===== src/rtl/itch_frame_assembler.sv =====
// Assembles a byte stream into one 36-byte order frame, presented as nine 32-bit words.
// Words and valid appear one cycle after the last byte. No backpressure; bad type bytes and stalled frames are dropped.
module itch_frame_assembler #(
  parameter int REG_WIDTH      = 32,
  parameter int MSG_BYTES      = 36,
  parameter int TIMEOUT_CYCLES = 1024
) (
  input  logic                 i_clk,
  input  logic                 i_reset_n,
  input  logic                 i_byte_valid,
  input  logic [7:0]           i_byte,
  output logic [REG_WIDTH-1:0] o_reg_0,
  output logic [REG_WIDTH-1:0] o_reg_1,
  output logic [REG_WIDTH-1:0] o_reg_2,
  output logic [REG_WIDTH-1:0] o_reg_3,
  output logic [REG_WIDTH-1:0] o_reg_4,
  output logic [REG_WIDTH-1:0] o_reg_5,
  output logic [REG_WIDTH-1:0] o_reg_6,
  output logic [REG_WIDTH-1:0] o_reg_7,
  output logic [REG_WIDTH-1:0] o_reg_8,
  output logic                 o_data_valid,
  output logic                 o_busy,
  output logic [15:0]          o_msg_count,
  output logic [15:0]          o_drop_count
);

  localparam int IDX_W = $clog2(MSG_BYTES);
  localparam int TMR_W = $clog2(TIMEOUT_CYCLES);
  localparam logic [IDX_W-1:0] LAST_IDX = IDX_W'(MSG_BYTES - 1);
  localparam logic [TMR_W-1:0] TMR_LAST = TMR_W'(TIMEOUT_CYCLES - 1);

  typedef enum logic {IDLE, COLLECT} state_t;

  state_t                 state;
  logic [IDX_W-1:0]       idx;
  logic [TMR_W-1:0]       timer;
  logic                   load_pend;
  logic [MSG_BYTES*8-1:0] frame_buf;

  function automatic logic is_type(input logic [7:0] b);
    return (b == 8'h41) || (b == 8'h44) || (b == 8'h45);
  endfunction

  function automatic logic [15:0] sat_inc(input logic [15:0] c);
    return (c == 16'hFFFF) ? c : c + 16'd1;
  endfunction

  always_ff @(posedge i_clk or negedge i_reset_n) begin
    if (!i_reset_n) begin
      state        <= IDLE;
      idx          <= '0;
      timer        <= '0;
      load_pend    <= 1'b0;
      frame_buf    <= '0;
      o_reg_0      <= '0;
      o_reg_1      <= '0;
      o_reg_2      <= '0;
      o_reg_3      <= '0;
      o_reg_4      <= '0;
      o_reg_5      <= '0;
      o_reg_6      <= '0;
      o_reg_7      <= '0;
      o_reg_8      <= '0;
      o_data_valid <= 1'b0;
      o_busy       <= 1'b0;
      o_msg_count  <= '0;
      o_drop_count <= '0;
    end else begin
      o_data_valid <= load_pend;
      load_pend    <= 1'b0;

      // Publish the frame completed last cycle; the buffer may already be taking
      // byte 0 of the next frame on this same edge, which only touches byte 0's old value.
      if (load_pend) begin
        o_reg_0     <= frame_buf[0*REG_WIDTH +: REG_WIDTH];
        o_reg_1     <= frame_buf[1*REG_WIDTH +: REG_WIDTH];
        o_reg_2     <= frame_buf[2*REG_WIDTH +: REG_WIDTH];
        o_reg_3     <= frame_buf[3*REG_WIDTH +: REG_WIDTH];
        o_reg_4     <= frame_buf[4*REG_WIDTH +: REG_WIDTH];
        o_reg_5     <= frame_buf[5*REG_WIDTH +: REG_WIDTH];
        o_reg_6     <= frame_buf[6*REG_WIDTH +: REG_WIDTH];
        o_reg_7     <= frame_buf[7*REG_WIDTH +: REG_WIDTH];
        o_reg_8     <= frame_buf[8*REG_WIDTH +: REG_WIDTH];
        o_msg_count <= sat_inc(o_msg_count);
      end

      case (state)
        IDLE: begin
          if (i_byte_valid) begin
            if (is_type(i_byte)) begin
              frame_buf[7:0] <= i_byte;
              idx            <= IDX_W'(1);
              timer          <= '0;
              state          <= COLLECT;
              o_busy         <= 1'b1;
            end else begin
              o_drop_count <= sat_inc(o_drop_count);
            end
          end
        end
        COLLECT: begin
          if (i_byte_valid) begin
            frame_buf[{idx, 3'b000} +: 8] <= i_byte;
            timer <= '0;
            if (idx == LAST_IDX) begin
              idx       <= '0;
              state     <= IDLE;
              o_busy    <= 1'b0;
              load_pend <= 1'b1;
            end else begin
              idx <= idx + 1'b1;
            end
          end else if (timer == TMR_LAST) begin
            // Stream stalled too long mid-frame: give up and resync on the next type byte.
            idx          <= '0;
            timer        <= '0;
            state        <= IDLE;
            o_busy       <= 1'b0;
            o_drop_count <= sat_inc(o_drop_count);
          end else begin
            timer <= timer + 1'b1;
          end
        end
        default: begin
          state  <= IDLE;
          o_busy <= 1'b0;
        end
      endcase
    end
  end

endmodule


===== config.mk =====
export PLATFORM = sky130hd
export DESIGN_NAME = itch_frame_assembler
export DESIGN_NICKNAME = d
export VERILOG_FILES = /design/src/rtl/itch_frame_assembler.sv
export SDC_FILE = /design/constraint.sdc
export NUM_CORES = 1
export LEC_CHECK = 0
export BUFFER_PORTS_ARGS = -buffer_cell sky130_fd_sc_hd__buf_2
export CORE_MARGIN = 2
export CORE_UTILIZATION = 33
export DETAILED_ROUTE_END_ITERATION = 8
export PLACE_DENSITY = 0.51
export SYNTH_ARGS = -nofsm -noshare
export SYNTH_HDL_FRONTEND = slang
export SYNTH_SLANG_ARGS = --single-unit

===== constraint.sdc =====
create_clock -name i_clk -period 2.9 [get_ports i_clk]
set_input_delay 0.58 -clock i_clk [delete_from_list [all_inputs] [get_ports i_clk]]
set_output_delay 0.58 -clock i_clk [all_outputs]
set_load 0.01 [all_outputs]

Word level (Yosys, flattened, before mapping)

Cells that the tools add are included.
Widths: inputs -> output; s select.

Magnitude comparators: 0
Bitwise gates (word level): 2
Multiply operators: 0
Mux-type cells: 37
Shifts and indexed selects: 2
$add $sub $neg: 5
Divide/modulo/power cells: 0
Reduce and logical (&&, ||, !) cells: 9
Eq/ne operators: 15

Operators with widths:

| cell                     | count |
|---|---|
| $bwmux 288               | 1 |
| $shift 8x11->288 const A | 1 |
| $shiftx 8x11->288        | 1 |
| $mux 16                  | 5 |
| $mux 10                  | 4 |
| $add 16x1->16 const B    | 2 |
| $eq 16x16->1 const B     | 2 |
| $pmux 16 s2              | 1 |
| $mux 6                   | 5 |
| $eq 8x7->1 const B       | 3 |
| $mux 8                   | 3 |
| $pmux 10 s2              | 1 |
| $pmux 8 s2               | 1 |
| $mux 1                   | 13 |
| $pmux 6 s2               | 1 |
| $neg 9->11               | 1 |
| $add 10x1->10 const B    | 1 |
| $eq 10x10->1 const B     | 1 |
| $ne 2x2->1 const B       | 5 |
| $reduce_and 4->1         | 2 |
| $add 6x1->6 const B      | 1 |
| $eq 6x6->1 const B       | 1 |
| $ne 3x2->1 const B       | 2 |
| $reduce_and 2->1         | 3 |
| other kinds (5)          | 9 |

Memory bits (read-only): 0
Memory bits (writable): 0
Bits in registers: 628
Input bits: 11
Memories kept: 0
Bits in latches: 0

Longest topological paths before layout

Gate-level depths: netlist (run 1).

Depth after elaboration: 6
Mapped depth: 11

Least setup slack after synthesis (run 1)

OpenSTA, ideal clock, no wires.

Kind: register to register
Start point: register idx[0]
End point: register frame_buf[121]
Arrival: 2.590 ns
Path buffers: 2
Setup slack: 0.183 ns
Stages on the path, launching flop included: 10
Period minus slack after synthesis: 2.717 ns
Required time: 2.772 ns
Path through: dfrtp_1 > inv_1 > ha_1 > buf_2 > nor3b_2 > xor2_1 > or3_1 > or3_1 > clkbuf_1 > mux2_1

Word-level cells in the longest chain between the ends: 3
Elaborated cells on any way between the ends: 4
Classes of those cells: add/sub (1); shift (2); mux (1)

Ends and longest elaborated chain:

| element                                                      | RTL line | text |
|---|---|---|
| from (decl)                                                  | 35       | `logic [IDX_W-1:0] idx;` |
| from (signal assigned)                                       | 111      | `idx <= idx + 1'b1;` |
| $neg 9->11 *                                                 | 103      | `frame_buf[{idx, 3'b000} +: 8] <= i_byte;` |
| $shiftx 8x11->288 / $shift 8x11->288 (equally long branches) | 103      |  |
| $bwmux 288 *                                                 | 103      |  |
| to (signal, indexed assignment)                              | 103      |  |
| to (decl)                                                    | 38       | `logic [MSG_BYTES*8-1:0] frame_buf;` |

Every way passes the cells marked *; elsewhere a longest branch is shown, timed or not.
A chain may end at the register's enable or synchronous reset.

Worst setup path after layout (run 1)

Start point: register idx[0]
End point: register frame_buf[25]

Same word-level chain as after synthesis.

==> summary.md, run 1 <==
| Metric | Value |
|---|---|
| Buffer type at the clock tree root | `clkbuf_16` |
| Count of nets after finishing | `~2100` |
| Overall power after layout | `roughly 0.022 W` |
| Clock share of power | `0.423` |
| Buffers from clock root to sink, at most | `3` |
| Drt pass-1 iters | `5` |
| Total internal power | `between 0.015 and 0.02 W` |
| Gate count after technology mapping | `~1700` |
| Result of the run | `complete, no violations` |
| Post-synthesis sequential element count | `around 630` |
| Core ar. | `approximately 75000 um2` |
| RSZ-0062 raised after global routing | `true` |
| Number of H-tree branching levels | `3` |
| Area of the mapped netlist | `25000 um2` |
| Number of DRC violations after detailed routing | `0` |
| Crit path max-delay cell type | `or3_1` |
| Final cycle utilization of the critical path | `0.976` |
| Number of pins exceeding their max-slew limit in the final report | `0` |
| Total setup violations reported at the end of the flow | `0` |
| Share of total power in combinational logic | `0.157` |
| Number of global-route vias before repair | `roughly 16000` |
| Clock period minus worst slack | `between 2 and 3 ns` |
| M3 GR Usage | `0.0403` |
| Number of placed I/O pins | `~330` |
| Number of antenna violations at the first check in global routing | `4` |
| Final clock skew | `about 0.023 ns` |
| Critical path cell sequence | `buf_4, or3_4, or3_1, nand3_1, or3_1, mux2_2` |
| Y dimension of the die | `between 200 and 300 um` |
| DRT iter0 DRCs | `roughly 770` |
| Total of buffers placed on input and output ports | `~330` |
| Floorplan die area | `about 78000 um2` |
| Sequential fraction of design power | `0.420` |
| Dominant delay contributor by cell family on the critical path | `simple AND/OR/NAND/NOR gates` |
| Number of unique standard cell types used by synthesis | `61` |
| Max-cap violation count | `0` |
| Data required time of the worst path | `approximately 3.4 ns` |
| Endpoint arrival time on the critical path | `between 3 and 4 ns` |
| Count of yosys warnings during synthesis | `0` |
| Hold Vio Cnt, Final | `0` |
| Width of the chip | `279 um` |
| Worst setup path class | `reg -> reg` |
| Met1 Track Usage GR | `0.239` |
| Net switching fraction of the power | `0.285` |
| Routed via count | `~15000` |
| Grt ovf | `0` |
| Clock Latency Late Sink | `0.61 ns` |
| Clock tree from TritonCTS | `yes` |
| Critical path capture point type | `flip-flop` |
| Layout Cell Area excl Fill | `between 30000 and 40000 um2` |
| Most crowded layer after global routing | `met2` |
| Psw | `about 0.0063 W` |
| Wire length of the first global-routing pass | `roughly 110000 um` |
| Most used cell along the critical path | `or3_1` |
| Starting utilization of the core area | `0.334` |
| Fraction of layout cells with a size suffix above 1 | `0.517` |
| Number of nets with antenna violations after routing | `0` |
| Synth-to-Final Area Change | `23.8%` |
| Number of inserted filler cells in the final layout | `just under 7000` |
| Global-route track usage on met2 | `0.298` |
| Synthesized area per cell | `around 15 um2` |
| Synth Flop Type | `dfrtp_1` |
| Placed Area | `about 28000 um2` |
| Critical path fanouts, max | `26` |
| Worst stage delay on the critical path | `0.48 ns` |
| Largest net degree at the start of global routing | `107` |
| Startpoint type of the worst setup path | `flip-flop` |
| Overall routed net length | `between 70000 and 80000 um` |
| Number of standard-cell rows in the floorplan | `100` |
| Gpl congestion | `about 0.86` |
| Classification of the worst-slack hold path | `in -> reg` |
| PwrDens | `about 720 nW/um2` |
| Worst-path clk slew | `about 0.06 ns` |
| Sequential fraction of the synthesis area | `0.629` |
| Static power due to leakage | `about 16 nW` |
| Net Count, Synth | `between 1500 and 2000` |
| Share of the core filled with cells in the final layout | `0.414` |
| Avg Vias per Cell | `between 4 and 5` |
| Headroom to the max-slew limit | `0.413` |
| WL per Instance | `about 22 um` |
| Max IR drop VDD | `0.369 mV` |
| Clk sink count | `about 630` |
| Share of synthesized registers carrying an async set or reset | `1.00` |
| Global Route Usage Sum | `0.182` |
| Timing-limited maximum frequency | `between 300 and 400 MHz` |
| Detailed Place HPWL | `a little under 50000 um` |
| Crit path buf inv count | `1` |
| CTS Buf Count | `between 70 and 80` |
| Transition at the pin with the smallest max-transition slack | `0.880 ns` |
| Count of flip-flops with a built-in enable after synthesis | `0` |
[state kept, by name, indices dropped and copies added (netlist names)]
register,count
o_busy,1
o_reg_4,32
state,1
timer,10
o_reg_3,32
load_pend,1
o_data_valid,1
o_reg_1,32
idx,6
o_reg_7,32
o_reg_0,32
o_reg_2,32
o_drop_count,16
o_msg_count,16
o_reg_8,32
frame_buf,288
o_reg_6,32
o_reg_5,32
[stage by stage]
stage	setup slack (ns)	instances	hold WS (ns)	setup TNS, ns
floorplan	0.183	1706	0.284	0
global route	-0.0505	3149	0.485	-0.510
CTS	0.105	3148	0.458	0
global placement	0.128	3015	0.458	0
finish	0.0704	3150	0.469	0
detailed placement	0.126	3015	0.471	0
[Yosys cell counts (11+ instances only)]
cell        n  area, um2
inv_1      11       41.3
or3_1      13       81.3
o21ai_0    32        160
nor2_1     81        304
xnor2_1    27        236
dfrtp_1   628      15700
nor3_1     34        170
nand4_1    19        119
nand2_1    47        176
mux2_2    545       6140
and2_1     12       75.1
clkbuf_1   69        259
nand3_1    38        190
mux2_4     16        240
[kinds of logic (layout without fill, tap and decap cells)]
kind of cell    count (synthesis)  in the layout  share of synthesized area
flops                         628            628                      0.629
mux                           568            568                      0.258
simple gates                  294            294                     0.0601
buf+inv                        95            569                     0.0164
compound gates                 79             79                     0.0202
xor+xnor                       35             35                     0.0123
fa+ha+maj                       7              7                    0.00351
other cells                     0              1                          0
[worst paths after layout]
| path | start | end | slack [ns] | depth (start not counted) |
|---|---|---|---|---|
| hold reg to reg | frame_buf[140] | frame_buf[140] | 0.49 | 1 |
| max in group asynchronous | i_reset_n | o_reg_4[24] | 1.37 | 3 |
| setup / recovery | idx[0] | frame_buf[25] | 0.07 | 6 |
| min in group asynchronous | i_reset_n | o_reg_1[19] | 0.53 | 2 |
| hold / removal | i_byte[2] | frame_buf[178] | 0.47 | 2 |
| setup reg to reg | idx[0] | frame_buf[25] | 0.07 | 6 |
[layer usage]
layer / wire length, um / vias up
li1: - / 6921
met1: 30700 / 8035
met2: 34100 / 367
met3: 4170 / 106
met4: 1750 / 0
met5: 0 / -
[power groups by stage]
stage                     combinational (W)  clock [W]  sequential [W]
after floorplan                     0.00189          0         0.00940
after global placement              0.00343          0         0.00944
after detailed placement            0.00345          0         0.00946
after CTS                           0.00347    0.00964         0.00930
after global routing                0.00376     0.0100         0.00934
final                               0.00347    0.00936         0.00930
[placed cells by master (no fill, tap or decap), drive strengths merged, types with 2 or more instances in the layout]
master	count
clkinvlp	2
and4	2
a21o	6
nand2b	4
nand3b	2
and3	10
buf	425
inv	12
mux2	567
o31ai	5
bufinv	4
clkinv	16
nor2	84
nand2	47
nor2b	2
o21bai	2
nand4	19
a31oi	6
xor2	8
clkbuf	109
o311ai	2
dfrtp	628
nor3b	2
ha	7
and2	12
o2111ai	2
a22oi	2
or3	14
nor3	42
nor4	8
a21oi	7
xnor2	27
or2	4
nor4b	2
nand3	38
o21ai	34
[timing repair]
| action | 4_1_cts | 5_1_grt |
|---|---|---|
| setup buffers | 0 | 1 |
| hold buffers | 1 | 0 |
| endpoints found under the hold margin | 49 | 0 |
| endpoints found under the setup margin | 0 | 23 |
| gates resized for setup | 0 | 2 |
[cell type report]
| cell class | instances | area [um2] | area share |
|---|---|---|---|
| diodes | 1 | 2.50 | 0.0000809 |
| clock buffers | 109 | 2240 | 0.0724 |
| clock inverters | 23 | 235 | 0.00761 |
| inverters | 11 | 41.3 | 0.00134 |
| multi-input cells | 983 | 8880 | 0.287 |
| flip-flops and latches | 628 | 15700 | 0.508 |
| well taps | 969 | 1210 | 0.0392 |
| repair buffers | 426 | 2590 | 0.0838 |
Note: power is estimated with default switching activity, not from simulation.
==> inputs of run 2 (changes only) <==
--- a/config.mk
+++ b/config.mk
@@ -5,7 +5,7 @@
 export SDC_FILE = /design/constraint.sdc
 export NUM_CORES = 1
 export LEC_CHECK = 0
-export BUFFER_PORTS_ARGS = -buffer_cell sky130_fd_sc_hd__buf_2
+export BUFFER_PORTS_ARGS = -buffer_cell sky130_fd_sc_hd__buf_4
 export CORE_MARGIN = 2
 export CORE_UTILIZATION = 33
 export DETAILED_ROUTE_END_ITERATION = 8
==> run 2 against run 1 <==
  * Worst setup slack improved by 0.049 ns
  * Clock power shrank 6.4%
  * Wire length rose by 0.63%
  * First-iteration DRC count rose by 5.1%
  * Clock skew is 0.0053 ns lower
  * Critical endpoint is now frame_buf[285]
==> summary.md, run 2 (synthesized netlist as in run 1, its figures left out) <==
| Metric | Value |
|---|---|
| Max-cap violation count | `0 (unchanged)` |
| Clock period minus worst slack | `2.78 ns (-0.0493 ns)` |
| Y dimension of the die | `279 um (unchanged)` |
| Buffers from clock root to sink, at most | `3 (unchanged)` |
| Final clock skew | `0.0178 ns (-0.00533 ns)` |
| Critical path cell sequence | `buf_4, or3_4, or3_1, a21o_1, or3_1, mux2_4` |
| Drt pass-1 iters | `4 (-1)` |
| Setup TNS Final | `0 ns (unchanged)` |
| Flip-flop count of the largest register after layout | `288 (unchanged)` |
| Worst-path clk slew | `0.06 ns (about the same)` |
| Total of buffers placed on input and output ports | `332 (unchanged)` |
| Most flop-heavy register | `frame_buf` |
| Number of inserted filler cells in the final layout | `6928 (-0.37%)` |
| Number of pins exceeding their max-slew limit in the final report | `0 (unchanged)` |
| Number of global-route vias before repair | `16200 (-1.5%)` |
| Buffer type at the clock tree root | `clkbuf_16` |
| Overall routed net length | `71100 um (+0.63%)` |
| Share of total power in combinational logic | `0.163 (+0.006)` |
| Leading cell type in the layout, fill and taps excluded | `dfrtp_1` |
| Logic depth of the worst setup path including buffers | `6 (unchanged)` |
| Critical path capture point type | `flip-flop` |
| Count of nets after finishing | `2131 (-0.42%)` |
| Clock tree from TritonCTS | `yes` |
| Worst reg2reg path startpoint | `idx[1]` |
| PwrDens | `688 nW/um2 (-3.9%)` |
| Post-route insts no fill | `3127 (-0.73%)` |
| Starting utilization of the core area | `0.334 (unchanged)` |
| Clk sink count | `628 (unchanged)` |
| Classification of the worst-slack hold path | `reg -> reg` |
| Cell Count Post-Placement | `3007 (-0.27%)` |
| Total setup violations reported at the end of the flow | `0 (unchanged)` |
| Detailed Place HPWL | `48900 um (-0.76%)` |
| Worst hold slack across all endpoints | `0.477 ns (+0.00828 ns)` |
| Headroom to the max-slew limit | `0.376 (-0.0371)` |
| Number of placed I/O pins | `333 (unchanged)` |
| Number of standard-cell rows in the floorplan | `100 (unchanged)` |
| Grt ovf | `0 (unchanged)` |
| Worst setup path class | `reg -> reg` |
| Clock share of power | `0.406 (-0.017)` |
| Setup repair bufs after CTS | `0 (unchanged)` |
| Gpl congestion | `0.891 (+3.3%)` |
| RSZ-0062 raised after global routing | `false` |
| Crit path max-delay cell type | `or3_1` |
| Max IR drop VDD | `0.432 mV (+17%)` |
| Global Route Usage Sum | `0.183 (+0.000734)` |
| Floorplan die area | `77900 um2 (unchanged)` |
| Crit path buf inv count | `1 (unchanged)` |
| Width of the chip | `279 um (unchanged)` |
| Wire length of the first global-routing pass | `107000 um (about the same)` |
| Worst stage delay on the critical path | `0.60 ns (+0.12 ns)` |
| Dominant delay contributor by cell family on the critical path | `simple AND/OR/NAND/NOR gates` |
| Sequential fraction of design power | `0.431 (+0.011)` |
| Number of cells traversed by the worst register-to-register path | `6 (unchanged)` |
| Most used cells in the layout excluding fill and tap cells | `dfrtp_1, mux2_2, buf_4` |
| Layout Cell Area excl Fill | `31400 um2 (+1.5%)` |
| WL per Instance | `22.7 um (+1.4%)` |
| Hold Vio Cnt, Final | `0 (unchanged)` |
| Synth-to-Final Area Change | `25.6%` |
| Number of stages on the worst hold path | `1 (-1)` |
| Static power due to leakage | `16.1 nW (-1.3%)` |
| Timing-limited maximum frequency | `360 MHz (+1.8%)` |
| Start point of the critical path | `idx[1]` |
| Clock Latency Late Sink | `0.60 ns (about the same)` |
| Overall power after layout | `0.0216 W (-2.4%)` |
| Origin of the worst min-delay path | `frame_buf[136]` |
| Core ar. | `74700 um2 (unchanged)` |
| Number of H-tree branching levels | `3 (unchanged)` |
| Number of antenna violations at the first check in global routing | `2 (-2)` |
| Routed via count | `15300 (-0.92%)` |
| Result of the run | `complete, no violations` |
| Final cycle utilization of the critical path | `0.959 (-0.0170)` |
| Data required time of the worst path | `3.38 ns (about the same)` |
| Endpoint arrival time on the critical path | `3.27 ns (-0.04 ns)` |
| Number of DRC violations after detailed routing | `0 (unchanged)` |
| Largest net degree at the start of global routing | `113 (+5.6%)` |
| Total internal power | `0.0154 W (-2.6%)` |
| Critical path fanouts, max | `10 (-62%)` |
| Placed Area | `29100 um2 (+2.5%)` |
| Avg Vias per Cell | `4.89 (-0.19%)` |
| Net switching fraction of the power | `0.287 (+0.00152)` |
| Number of nets with antenna violations after routing | `0 (unchanged)` |
| Startpoint type of the worst setup path | `flip-flop` |
| Fraction of layout cells with a size suffix above 1 | `0.510 (-0.00655)` |
| Most used cell along the critical path | `or3_1` |
| Transition at the pin with the smallest max-transition slack | `0.930 ns (+0.0494 ns)` |
| DRT iter0 DRCs | `807 (+5.1%)` |
| Psw | `0.00619 W (-1.9%)` |
| CTS Buf Count | `72 (unchanged)` |
[run 2: path summary, 6_finish.rpt]
path,end,slack [ns]
worst max-delay path,frame_buf[285],0.12
worst min-delay path,frame_buf[136],0.48
worst max register to register,frame_buf[285],0.12
worst min register to register,frame_buf[136],0.48
max in group asynchronous,frame_buf[262],1.35
min in group asynchronous,o_reg_3[19],0.50
[run 2: area by class of cell]
type,instances,area (um2),area share
tap,969,1210,0.0386
sequential,628,15700,0.501
timing repair buffer,417,3280,0.104
clock inverter,17,183,0.00582
antenna,1,2.50,0.0000797
multi-input combinational,983,8890,0.283
clock buffer,101,2060,0.0655
inverter,11,41.3,0.00132
[run 2: layer usage]
layer | global-route usage | share of wire | up-vias
met5 | 0 | 0 | -
met4 | 0.0506 | 0.025 | 0
met3 | 0.0484 | 0.056 | 98
met2 | 0.305 | 0.49 | 325
met1 | 0.234 | 0.43 | 7998
li1 | - | - | 6866
[run 2: stage by stage]
step | util | worst slack, ns
finish | 0.420 | 0.120
global route | 0.420 | 0.0183
detailed placement | 0.390 | 0.0812
floorplan | - | 0.183
CTS | 0.420 | 0.0538
global placement | 0.390 | 0.0888
[run 2: timing repair]
item / CTS / global route
resized for setup: 0 / 4
hold endpoints to repair: 38 / 0
endpoints found under the setup margin: 0 / 45
hold buffers: 1 / 0
[run 2: power by group through the flow]
| stage | Combinational [W] | Sequential (W) | Clock [W] |
|---|---|---|---|
| 4_1_cts | 0.00355 | 0.00930 | 0.00910 |
| 2_1_floorplan | 0.00189 | 0.00940 | 0 |
| 6_report | 0.00353 | 0.00931 | 0.00876 |
| 3_5_place_dp | 0.00355 | 0.00946 | 0 |
| 3_3_place_gp | 0.00351 | 0.00945 | 0 |
| 5_1_grt | 0.00386 | 0.00935 | 0.00944 |
==> inputs of run 3 (changes only) <==
--- a/config.mk
+++ b/config.mk
@@ -6,10 +6,11 @@
 export NUM_CORES = 1
 export LEC_CHECK = 0
 export BUFFER_PORTS_ARGS = -buffer_cell sky130_fd_sc_hd__buf_4
+export CAP_MARGIN = 20
 export CORE_MARGIN = 2
-export CORE_UTILIZATION = 33
+export CORE_UTILIZATION = 50
 export DETAILED_ROUTE_END_ITERATION = 8
-export PLACE_DENSITY = 0.51
+export PLACE_DENSITY = 0.72
 export SYNTH_ARGS = -nofsm -noshare
 export SYNTH_HDL_FRONTEND = slang
 export SYNTH_SLANG_ARGS = --single-unit
==> run 3 against run 2 <==
  * Register-to-register slack improved by 0.04 ns
  * Clock power shrank 4.7%
  * Sequential share of layout area grew 0.73 points
  * Via count is 1.8% higher
  * Non-clock buffer count up 11
  * Final area decreased by 1.4%
  * Sequential cell count is the same
  * Global-route usage is 6.9 points higher
  * Utilization is 21 points higher
  * Total power fell by 2.3%
==> summary.md, run 3 (synthesized netlist as in run 1, its figures left out) <==
| Metric | Value |
|---|---|
| Most used cells in the layout excluding fill and tap cells | `dfrtp_1, mux2_2, buf_4` |
| Most flop-heavy register | `frame_buf` |
| Data required time of the worst path | `3.40 ns (+0.02 ns)` |
| Global-route track usage on met2 | `0.408 (+0.103)` |
| Overall routed net length | `64000 um (-10%)` |
| Psw | `0.00590 W (-4.6%)` |
| Wire length of the first global-routing pass | `98100 um (-8.3%)` |
| # resized after CTS | `0 (unchanged)` |
| Hold Vio Cnt, Final | `0 (unchanged)` |
| Total internal power | `0.0152 W (-1.4%)` |
| Worst hold slack across all endpoints | `0.466 ns (-0.0111 ns)` |
| Worst setup path class | `reg -> reg` |
| Post-route insts no fill | `2827 (-9.6%)` |
| Number of global-route vias before repair | `16300 (+0.79%)` |
| Total of buffers placed on input and output ports | `332 (unchanged)` |
| Clock period minus worst slack | `2.74 ns (-0.0437 ns)` |
| Width of the chip | `228 um (-18%)` |
| Area of all sequential standard cells | `15700 um2 (unchanged)` |
| Sequential fraction of design power | `0.441 (+0.010)` |
| Overall power after layout | `0.0211 W (-2.3%)` |
| Drt pass-1 iters | `6 (+2)` |
| Static power due to leakage | `16.1 nW (-0.15%)` |
| Number of inserted filler cells in the final layout | `3719 (-46%)` |
| Startpoint type of the worst setup path | `flip-flop` |
| Grt ovf | `0 (unchanged)` |
| Number of placed I/O pins | `333 (unchanged)` |
| Timing-limited maximum frequency | `365 MHz (+1.6%)` |
| Clock Latency Late Sink | `0.62 ns (+0.02 ns)` |
| Headroom to the max-slew limit | `0.521 (+0.146)` |
| Final cycle utilization of the critical path | `0.944 (-0.0151)` |
| Net switching fraction of the power | `0.280 (-0.00675)` |
| PwrDens | `682 nW/um2 (-0.93%)` |
| Floorplan die area | `51800 um2 (-34%)` |
| Classification of the worst-slack hold path | `in -> async` |
| Clk sink count | `628 (unchanged)` |
| Gpl congestion | `0.907 (+1.9%)` |
| Number of antenna violations at the first check in global routing | `2 (unchanged)` |
| Met1 Track Usage GR | `0.335 (+0.101)` |
| Max-cap violation count | `0 (unchanged)` |
| Total setup violations reported at the end of the flow | `0 (unchanged)` |
| Setup repair bufs after CTS | `0 (unchanged)` |
| CTS Buf Count | `60 (-17%)` |
| Worst-path clk slew | `0.06 ns (about the same)` |
| Largest net degree at the start of global routing | `101 (-11%)` |
| Number of H-tree branching levels | `2 (-1)` |
| Share of total power in combinational logic | `0.162 (about the same)` |
| Setup TNS Final | `0 ns (unchanged)` |
| M3 GR Usage | `0.0616 (+0.0131)` |
| Number of DRC violations after detailed routing | `0 (unchanged)` |
| Transition at the pin with the smallest max-transition slack | `0.710 ns (-0.220 ns)` |
| Core ar. | `49200 um2 (-34%)` |
| Detailed Place HPWL | `44800 um (-8.4%)` |
| Count of nets after finishing | `2130 (-0.047%)` |
| Buffer type at the clock tree root | `clkbuf_16` |
| Result of the run | `complete, no violations` |
| Avg Vias per Cell | `5.50 (+13%)` |
| Leading cell type in the layout, fill and taps excluded | `dfrtp_1` |
| Flip-flop count of the largest register after layout | `288 (unchanged)` |
| Max IR drop VDD | `0.459 mV (+6.3%)` |
| DRT iter0 DRCs | `833 (+3.2%)` |
| Most crowded layer after global routing | `met2` |
| Number of standard-cell rows in the floorplan | `81 (-19%)` |
| Number of pins exceeding their max-slew limit in the final report | `0 (unchanged)` |
| RSZ-0062 raised after global routing | `false` |
| Clock tree from TritonCTS | `yes` |
| Synth-to-Final Area Change | `23.8%` |
| Global Route Usage Sum | `0.252 (+0.0690)` |
| Clock share of power | `0.396 (-0.010)` |
| Critical path fanouts, max | `10 (unchanged)` |
| Starting utilization of the core area | `0.508 (+0.174)` |
| Y dimension of the die | `228 um (-18%)` |
| Endpoint arrival time on the critical path | `3.23 ns (-0.04 ns)` |
| Number of nets with antenna violations after routing | `0 (unchanged)` |
| Area occupied by multi-input gates | `8870 um2 (-0.27%)` |
| Cell Count Post-Placement | `2713 (-9.8%)` |
| Fraction of layout cells with a size suffix above 1 | `0.511 (+0.00137)` |
| Routed via count | `15600 (+1.8%)` |
| WL per Instance | `22.6 um (-0.47%)` |
| Buffers from clock root to sink, at most | `3 (unchanged)` |
| Critical path capture point type | `flip-flop` |
| Final clock skew | `0.0165 ns (-0.00133 ns)` |
[run 3: changes by cell type in the layout (fill, tap and decap cells not counted), moves of 4 or more]
| cell | previous run | this run |
|---|---|---|
| clkbuf_8 | 6 | 12 |
| clkbuf_16 | 76 | 60 |
| clkbuf_1 | 19 | 15 |
| bufinv_16 | 3 | 10 |
| buf_4 | 404 | 415 |
[run 3: repair_timing]
action | 4_1_cts | 5_1_grt
hold endpoints to repair | 35 | 0
setup endpoints to repair | 0 | 0
hold buffers | 1 | 0
[run 3: area by class of cell]
cell class / instances / area share
flip-flops and latches: 628 / 0.508
multi-input cells: 983 / 0.287
repair buffers: 428 / 0.108
clock buffers: 87 / 0.0557
well taps: 664 / 0.0269
clock inverters: 24 / 0.0130
inverters: 11 / 0.00133
diodes: 2 / 0.000162
[run 3: routing by layer]
| metal | wire length, um | vias up | share of wire |
|---|---|---|---|
| li1 | - | 6886 | - |
| met1 | 26800 | 8097 | 0.42 |
| met2 | 30900 | 461 | 0.48 |
| met3 | 4420 | 115 | 0.069 |
| met4 | 1850 | 0 | 0.029 |
| met5 | 0 | - | 0 |
[run 3: path summary, 6_finish.rpt]
kind,end,startpoint,slack (ns),cells after the start
min in group i_clk,frame_buf[136],frame_buf[136],0.47,1
max reg2reg,frame_buf[282],idx[1],0.16,5
min,o_reg_0[22],i_reset_n,0.47,2
max in group asynchronous,frame_buf[249],i_reset_n,1.43,4
min reg2reg,frame_buf[136],frame_buf[136],0.47,1
max,frame_buf[282],idx[1],0.16,5
[run 3: through the flow]
stage | setup slack, ns | utilization | cell area [um2]
after floorplan | 0.183 | - | 25000
after detailed placement | 0.166 | 0.586 | 28800
after CTS | 0.167 | 0.629 | 30900
after global placement | 0.162 | 0.586 | 28800
final | 0.163 | 0.629 | 30900
after global routing | 0.0260 | 0.629 | 30900
[run 3: worst max-delay path, cell delays in order (launching register included)]
cell and delay [ns]:
dfrtp_1 0.43, or3_4 0.44, or3_1 0.49, a21o_1 0.25, or3_1 0.61, mux2_4 0.39
[run 3: power groups by stage]
stage	logic [W]	registers [W]	clock network, W
after CTS	0.00341	0.00931	0.00852
final	0.00342	0.00931	0.00835
after floorplan	0.00189	0.00940	0
after global routing	0.00370	0.00935	0.00887
after detailed placement	0.00339	0.00946	0
after global placement	0.00333	0.00944	0
